`src/rtl/regfile_mp.sv`:
```
// regfile_mp: parametrised multi-port integer register file.
//   - Configurable width (XLEN), depth (NREGS), read ports (NRD) and write ports (NWR).
//   - x0 reads as zero, and writes to x0 are dropped.
//   - After reset, a sequential engine clears entries 1..NREGS-1, one per cycle.
//     This replaces a per-register reset preload.
//   - wr_conflict pulses for one cycle after two write ports hit the same non-zero register.
//   - Optional feature macro REGFILE_BYPASS_EN: when defined, a read port returns the
//     same-cycle write data of a matching write port.
//
// Handshake: ready is a level, not a per-transfer strobe.
//   - ready=0 (clearing): every wr_en is ignored and every rd_data port reads 0.
//   - ready=1: each write port with wr_en=1 and a non-zero wr_addr commits on the next rising edge.
//   - There is no back-pressure once ready is high.
module regfile_mp #(
    parameter int XLEN  = 32,
    parameter int NREGS = 32,
    parameter int AW    = 5,
    parameter int NRD   = 2,
    parameter int NWR   = 1
) (
    input  logic                clock,
    input  logic                reset,
    input  logic [NRD*AW-1:0]   rd_addr,
    output logic [NRD*XLEN-1:0] rd_data,
    input  logic [NWR-1:0]      wr_en,
    input  logic [NWR*AW-1:0]   wr_addr,
    input  logic [NWR*XLEN-1:0] wr_data,
    output logic                ready,
    output logic                wr_conflict,
    output logic                fsm_state
);

    typedef enum logic [0:0] {
        ST_CLEAR = 1'b0,
        ST_RUN   = 1'b1
    } state_t;

    state_t          state, state_next;
    logic [AW-1:0]   cnt, cnt_next;
    logic            conflict_d;
    logic [XLEN-1:0] mem [1:NREGS-1];

    assign ready     = (state == ST_RUN);
    assign fsm_state = state;

    // State and clear-counter registers; reset restarts clearing from entry 1.
    always_ff @(posedge clock) begin
        if (reset) begin
            state       <= ST_CLEAR;
            cnt         <= AW'(1);
            wr_conflict <= 1'b0;
        end else begin
            state       <= state_next;
            cnt         <= cnt_next;
            wr_conflict <= conflict_d;
        end
    end

    // Next-state logic: walk cnt up to the last entry, then enter RUN.
    always_comb begin
        state_next = state;
        cnt_next   = cnt;
        case (state)
            ST_CLEAR: begin
                if (cnt == AW'(NREGS - 1)) begin
                    state_next = ST_RUN;
                end else begin
                    cnt_next = cnt + 1'b1;
                end
            end
            ST_RUN: begin
                state_next = ST_RUN;
            end
            default: begin
                state_next = ST_CLEAR;
                cnt_next   = AW'(1);
            end
        endcase
    end

    // Storage update: clear one entry per cycle in CLEAR, otherwise commit writes.
    // Later ports are applied last, so port 1 wins a collision.
    always_ff @(posedge clock) begin
        if (!reset) begin
            if (state == ST_CLEAR) begin
                mem[cnt] <= '0;
            end else begin
                for (int w = 0; w < NWR; w++) begin
                    if (wr_en[w] && (wr_addr[w*AW +: AW] != '0)) begin
                        mem[wr_addr[w*AW +: AW]] <= wr_data[w*XLEN +: XLEN];
                    end
                end
            end
        end
    end

    // A collision only exists with two write ports. Writes to x0 never collide.
    generate
        if (NWR == 2) begin : g_conflict
            // Flag both ports writing the same non-zero register while running.
            always_comb begin
                conflict_d = (state == ST_RUN) && wr_en[0] && wr_en[1] &&
                             (wr_addr[0 +: AW] == wr_addr[AW +: AW]) &&
                             (wr_addr[0 +: AW] != '0);
            end
        end else begin : g_no_conflict
            assign conflict_d = 1'b0;
        end
    endgenerate

    // One combinational read mux per port.
    genvar p;
    generate
        for (p = 0; p < NRD; p++) begin : g_rd
            logic [AW-1:0]   ra;
            logic [XLEN-1:0] rd_word;
            assign ra = rd_addr[p*AW +: AW];

            // Read storage while running; x0 and the clearing phase read zero.
            always_comb begin
                rd_word = '0;
                if ((state == ST_RUN) && (ra != '0)) begin
                    rd_word = mem[ra];
`ifdef REGFILE_BYPASS_EN
                    for (int w = 0; w < NWR; w++) begin
                        if (wr_en[w] && (wr_addr[w*AW +: AW] == ra)) begin
                            rd_word = wr_data[w*XLEN +: XLEN];
                        end
                    end
`endif
                end
            end

            assign rd_data[p*XLEN +: XLEN] = rd_word;
        end
    endgenerate

endmodule

```
`config.mk`:
```
export PLATFORM = sky130hd
export DESIGN_NAME = regfile_mp
export DESIGN_NICKNAME = d
export VERILOG_FILES = /design/src/rtl/regfile_mp.sv
export SDC_FILE = /design/constraint.sdc
export NUM_CORES = 1
export LEC_CHECK = 0
export ABC_AREA = 0
export CORE_MARGIN = 2
export CORE_UTILIZATION = 45
export CTS_CLUSTER_SIZE = 20
export DETAILED_ROUTE_END_ITERATION = 12
export PLACE_DENSITY = 0.69
export SLEW_MARGIN = 40
export SYNTH_ARGS = -nofsm -noshare
export SYNTH_HDL_FRONTEND = slang
export SYNTH_SLANG_ARGS = --single-unit
```
`constraint.sdc`:
```
create_clock -name clock -period 3.8 [get_ports clock]
set_input_delay 0.57 -clock clock [delete_from_list [all_inputs] [get_ports clock]]
set_output_delay 0.57 -clock clock [all_outputs]
set_load 0.03 [all_outputs]
```
==> impl_metrics.yaml, run 1 <==
sta:
  whs_ns: 0.611
  setup_viol: 0
  slew_headroom_pct: 36.6
  min_period_ns: 3.75
  rsz0062_at_grt: "false"
  setup_slack_ns: 0.0501
  skew_ns: 0.0472
  drv_slew: 0
  max_clock_freq_mhz: 267
  worst_pin_slew_ns: 0.951
  finalCritPeriodShare_pct: 98.7
  final-hold-violation-count: 0
floorplan:
  num_io_pins: 117
  fp-row-count: 119
  placeableCoreArea_sq_um: 105000
  die-area_sq_um: 108000
  die_h_microns: 329
  start_util_pct: 45.2
  die_x_microns: 329
synth:
  ys_async_sr_fraction_pct: 0
  synth_warnings: 0
  synth_area_leaders: "edfxtp_1 63%, mux4_2 12%, mux2i_1 8.2%"
  yosys.area.top_type: "edfxtp_1"
  seq_area_frac_synth_pct: 63.0
  syn_nets: 2980
  synthCells: 2928
  synth-seq-cells: 998
  synth_flop_cell: "edfxtp_1"
  synth_edf_count: 992
  synth_common_cells: "992 x edfxtp_1, 390 x mux2i_1, 256 x mux4_2, 168 x nor2_1, 122 x clkbuf_1"
  syn_area_per_cell_sq_um: 16.2
  post_synth_num_cell_types: 52
  yosysMostFrequentCell: "edfxtp_1"
  synth_top_area_share_pct: 62.7
  netlist_area_sq_um: 47500
power:
  p_clk_share_pct: 40.7
  vdd.ir_drop.worst_mv: 0.358
  power.leakage_nw: 18.4
  p_sw_mw: 5.42
  seqPwrFrac_pct: 51.1
  intPower_mw: 18.2
  finalPower_mw: 23.6
  swShare_pct: 23.0
  powerDensity_nw_per_um2: 423
  share_comb_of_total_power_pct: 8.2
layout:
  final_layout_size_suffix_gt1_share_pct: 28.4
  nets: 3264
  synthToLayoutAreaGrowth_pct: 17.6
  n_fill_cell: 8238
  fin_area_sq_um: 55800
  fin_cells: 4687
worst_setup_path:
  cp.required_ns: 3.23
  crit_top_cell: "buf_4"
  crit_path_end_kind: "primary output"
  critPathBufInv: 4
  cp.arrival_ns: 3.18
  crit_path_max_incr_delay_ns: 0.77
  cp_max_fo: 24
  cp_slowest_cell: "a221oi_1"
  cp-start-kind: "primary input"
  crit_chain: "clkdlybuf4s50_1 -> nor2b_2 -> buf_12 -> o21ai_0 -> nor3_1 -> a221oi_1 -> o21ai_1 -> buf_4 -> buf_4"
  cpLargestDelayFamily: "buffers and inverters"
  crit_type: "in -> out"
clock_tree:
  clk_pin_slew_ns: 0.05
  clock_path_buffers: 3
  root_buffer: "clkbuf_16"
  clock-sinks: 998
  cts_tree: "yes"
  htreeDepth: 3
  cts_hold_buf: 0
  numCtsBuffers: 103
  clk-insertion-delay-late_ns: 0.70
place:
  gp_congestion: 0.885
  post-dp-hpwl_mm: 95.9
  place_inst: 4494
  place_area_sq_um: 52600
  place_worst_setup_slack_ns: -0.186
  portBuffers: 115
detailed_routing:
  drc: 0
  vias_per_cell: 6.56
  wl_per_cell_microns: 31.6
  via_count: 30750
  drt_first_pass_iters: 6
  antenna_left: 0
  drt_iter0_markers: 4297
  totalWireLength_mm: 148
hold_path:
  holdCritPathClass: "reg -> reg"
grt:
  grt_pass1_wl_mm: 213
  grt_usage_pct: 27.1
  grt-ovfl-total: 0
  grt_antenna_before_repair: 4
  grt_max_degree: 87
  grt_pass1_vias: 30772
job:
  maxCapViolations: 0
status:
  status: "complete, no violations"
[power by group through the flow]
stage                     combinational (mW)  clock, mW  sequential [mW]
final                                   1.93       9.62             12.1
after global routing                    2.01       10.1             12.1
after CTS                               1.88       9.71             12.1
after detailed placement                1.88          0             12.3
after global placement                  1.85          0             12.3
after floorplan                         1.13          0             12.3
[tightest hold or removal path, cell delays in order (launching register included)]
cell,delay (ns)
dfxtp_1,0.37
xnor2_1,0.15
nand2b_1,0.06
[worst paths after layout]
path / startpoint / endpoint / slack (ns) / cells past startpoint
max: rd_addr[9] / rd_data[53] / 0.05 / 9
min: cnt[0] / cnt[0] / 0.61 / 2
max reg2reg: fsm_state / mem[26][9] / 0.99 / 8
min reg2reg: cnt[0] / cnt[0] / 0.61 / 2
[state kept, by name, summed over array words and instances, names as in the netlist]
signal and flops:
mem 992, cnt 5, fsm_state 1
[placed cells by master, fill, tap and decap left out, types with 7 or more instances in the layout]
cell | Yosys | routed
edfxtp_1 | 992 | 992
mux2i_1 | 390 | 389
buf_4 | 21 | 296
mux4_2 | 256 | 256
nor2_1 | 168 | 137
clkbuf_16 | 0 | 104
mux2_2 | 101 | 101
a211oi_1 | 85 | 85
o21ai_0 | 83 | 80
a21oi_1 | 75 | 74
o22ai_1 | 64 | 64
a22oi_1 | 64 | 64
nor3_1 | 64 | 63
buf_12 | 0 | 63
nor2b_1 | 57 | 53
nand2_1 | 48 | 48
clkdlybuf4s50_1 | 0 | 42
a221oi_1 | 37 | 37
and2_1 | 34 | 34
a31oi_1 | 31 | 31
nor2_4 | 0 | 31
clkinv_1 | 0 | 26
clkinv_2 | 0 | 22
a21boi_0 | 21 | 21
o32ai_1 | 21 | 20
a2111oi_0 | 25 | 17
clkbuf_1 | 122 | 13
a2111oi_1 | 6 | 11
a211o_1 | 11 | 11
nand2b_1 | 8 | 8
buf_8 | 0 | 7
buf_16 | 0 | 7
[logic make-up after synthesis]
kind of cell / after synthesis / share of synthesized area (%)
flops: 998 / 63.0
mux: 747 / 22.8
compound gates: 536 / 7.74
simple gates: 392 / 3.86
buf+inv: 249 / 2.54
xor+xnor: 3 / 0.0553
fa+ha+maj: 2 / 0.0527
other cells: 1 / 0.00790
[per-stage QoR]
| stage | setup TNS (ns) | util [%] |
|---|---|---|
| floorplan | 0 | - |
| global placement | -1.21 | 49.8 |
| detailed placement | -0.304 | 50.1 |
| finish | 0 | 53.2 |
| CTS | 0 | 53.1 |
| global route | 0 | 53.2 |
[layer usage]
metal	track usage [%]	up-vias	wire, microns	share of wire [%]
met1	38.3	15606	57200	39
met4	8.55	6	4860	3.3
met2	40.5	2194	65600	44
met3	8.14	332	20300	14
li1	-	12612	-	-
met5	0	-	37	0.025
[layout make-up]
cell class                      instances  area, sq um  area share, %
Sequential cell                       998        29900           53.6
Multi-Input combinational cell       1681        16700           29.9
Timing Repair Buffer                  424         4260           7.63
Clock buffer                          117         2650           4.75
Tap cell                             1391         1740           3.12
Clock inverter                         69          531          0.950
Inverter                                4         15.0         0.0269
Antenna cell                            3         7.51         0.0134
[repair_timing]
action                     in CTS  in global routing
hold endpoints to repair        0                  0
pin swaps                       0                  0
setup endpoints to repair       2                 13
setup buffers                   0                  0
gates resized for setup         2                  7
(Power assumes the default switching activity.)
==> inputs of run 2 (changes only) <==
--- a/config.mk
+++ b/config.mk
@@ -6,11 +6,13 @@
 export NUM_CORES = 1
 export LEC_CHECK = 0
 export ABC_AREA = 0
+export CELL_PAD_IN_SITES_DETAIL_PLACEMENT = 0
+export CELL_PAD_IN_SITES_GLOBAL_PLACEMENT = 2
 export CORE_MARGIN = 2
 export CORE_UTILIZATION = 45
 export CTS_CLUSTER_SIZE = 20
 export DETAILED_ROUTE_END_ITERATION = 12
-export PLACE_DENSITY = 0.69
+export PLACE_DENSITY = 0.85
 export SLEW_MARGIN = 40
 export SYNTH_ARGS = -nofsm -noshare
 export SYNTH_HDL_FRONTEND = slang
==> run 2 against run 1 <==
Critical path type unchanged. Wire length rose by 4.1%. Clock skew fell by 0.035 ns. Total power rose by 1.1%.
==> impl_metrics.yaml, run 2 (same netlist as run 1, synthesis figures left out) <==
power:
  vdd.ir_drop.worst_mv: 0.369
  share_comb_of_total_power_pct: 7.9
  intPower_mw: 18.4
  power.leakage_nw: 18.2
  seqPwrFrac_pct: 50.6
  swShare_pct: 23.0
  p_sw_mw: 5.48
  finalPower_mw: 23.9
  p_clk_share_pct: 41.6
  powerDensity_nw_per_um2: 427
detailed_routing:
  wl_per_cell_microns: 33.2
  drt_first_pass_iters: 7
  antenna_left: 0
  drc: 0
  vias_per_cell: 6.60
  drt_iter0_markers: 3689
  totalWireLength_mm: 154
  via_count: 30598
sta:
  final-hold-violation-count: 0
  slew_headroom_pct: 40.0
  drv_slew: 0
  min_period_ns: 3.69
  worst_pin_slew_ns: 0.898
  rsz0062_at_grt: "false"
  finalCritPeriodShare_pct: 97.0
  skew_ns: 0.0121
  max_clock_freq_mhz: 271
  setup_viol: 0
floorplan:
  fp-row-count: 119
  start_util_pct: 45.2
  num_io_pins: 117
  die-area_sq_um: 108000
  die_x_microns: 329
  placeableCoreArea_sq_um: 105000
  die_h_microns: 329
layout:
  multiInputGateArea_sq_um: 16700
  regMostFlops: "mem"
  nets: 3210
  layout_common_cells: "992 x edfxtp_1, 390 x mux2i_1, 256 x mux4_2"
  regArea_sq_um: 29900
  final_layout_size_suffix_gt1_share_pct: 27.5
  largest_register_ffs: 992
  n_fill_cell: 8254
  final_common_cell: "edfxtp_1"
  fin_cells: 4637
  synthToLayoutAreaGrowth_pct: 17.6
grt:
  grt-ovfl-total: 0
  grt_max_degree: 74
  grt_pass1_wl_mm: 220
  grt_usage_pct: 28.4
  grt_antenna_before_repair: 4
  grt_pass1_vias: 30995
worst_setup_path:
  cp.required_ns: 3.23
  reg2reg_depth: 7
  cp.arrival_ns: 3.12
  cp-start-kind: "primary input"
  cp_max_fo: 28
  crit_path_end_kind: "primary output"
  crit_type: "in -> out"
clock_tree:
  cts_post_setup_buffers_inserted: 0
  clk-insertion-delay-late_ns: 0.68
  clock-sinks: 998
  numCtsBuffers: 103
  root_buffer: "clkbuf_16"
  htreeDepth: 3
  cts_tree: "yes"
  clock_path_buffers: 3
  clk_pin_slew_ns: 0.06
job:
  maxCapViolations: 0
place:
  gp_congestion: 0.873
  place_inst: 4444
  post-dp-hpwl_mm: 95.5
  portBuffers: 115
hold_path:
  holdCritPathClass: "in -> reg"
  hold_path_depth: 3
status:
  status: "complete, no violations"
==> run 2: layer usage <==
| metal | share of wire, % | global-route usage [%] | vias up |
|---|---|---|---|
| li1 | - | - | 12520 |
| met1 | 37 | 36.4 | 15796 |
| met2 | 48 | 46.6 | 1882 |
| met3 | 9.8 | 5.12 | 398 |
| met4 | 4.9 | 13.8 | 2 |
| met5 | 0.0084 | 0 | - |
==> run 2: timing repair <==
item,CTS,global route
endpoints found under the setup margin,0,1
resized for setup,0,1
hold buffers,0,0
==> run 2: critical path, stage by stage <==
cell	delay (ns)
buf_8	0.32
buf_12	0.23
mux4_2	0.52
mux2i_1	0.14
nor2_1	0.07
a2111oi_0	0.64
buf_4	0.22
nor3_1	0.04
buf_4	0.18
buf_12	0.13
==> run 2: path summary, 6_finish.rpt <==
check | slack [ns] | to | from
setup / recovery | 0.11 | rd_data[4] | rd_addr[0]
hold / removal | 0.60 | fsm_state | reset
setup reg to reg | 1.08 | mem[5][23] | fsm_state
hold reg to reg | 0.62 | cnt[0] | cnt[0]
==> run 2: layout make-up <==
| cell class | instances | share of cell area [%] |
|---|---|---|
| Multi-Input combinational cell | 1681 | 29.9 |
| Inverter | 4 | 0.0269 |
| Tap cell | 1391 | 3.12 |
| Timing Repair Buffer | 370 | 7.49 |
| Clock inverter | 78 | 1.18 |
| Clock buffer | 114 | 4.69 |
| Antenna cell | 1 | 0.00448 |
| Sequential cell | 998 | 53.6 |
==> run 2: power groups by stage <==
stage / Sequential, mW / Clock, mW / Combinational [mW]
detailed placement: 12.3 / 0 / 1.85
CTS: 12.1 / 10.0 / 1.85
finish: 12.1 / 9.92 / 1.87
global placement: 12.3 / 0 / 1.82
global route: 12.1 / 10.4 / 1.95
floorplan: 12.3 / 0 / 1.13
==> run 2: per-stage QoR <==
stage	hold WS, ns	setup slack [ns]	utilization (%)	setup TNS [ns]	cell area [sq um]
6_report	0.603	0.114	53.2	0	55800
3_3_place_gp	0.575	-0.329	50.0	-0.458	52500
2_1_floorplan	0.530	0.239	-	0	47500
5_1_grt	0.635	0.0469	53.2	0	55800
3_5_place_dp	0.601	0.0768	50.1	0	52500
4_1_cts	0.577	0.0773	53.2	0	55800
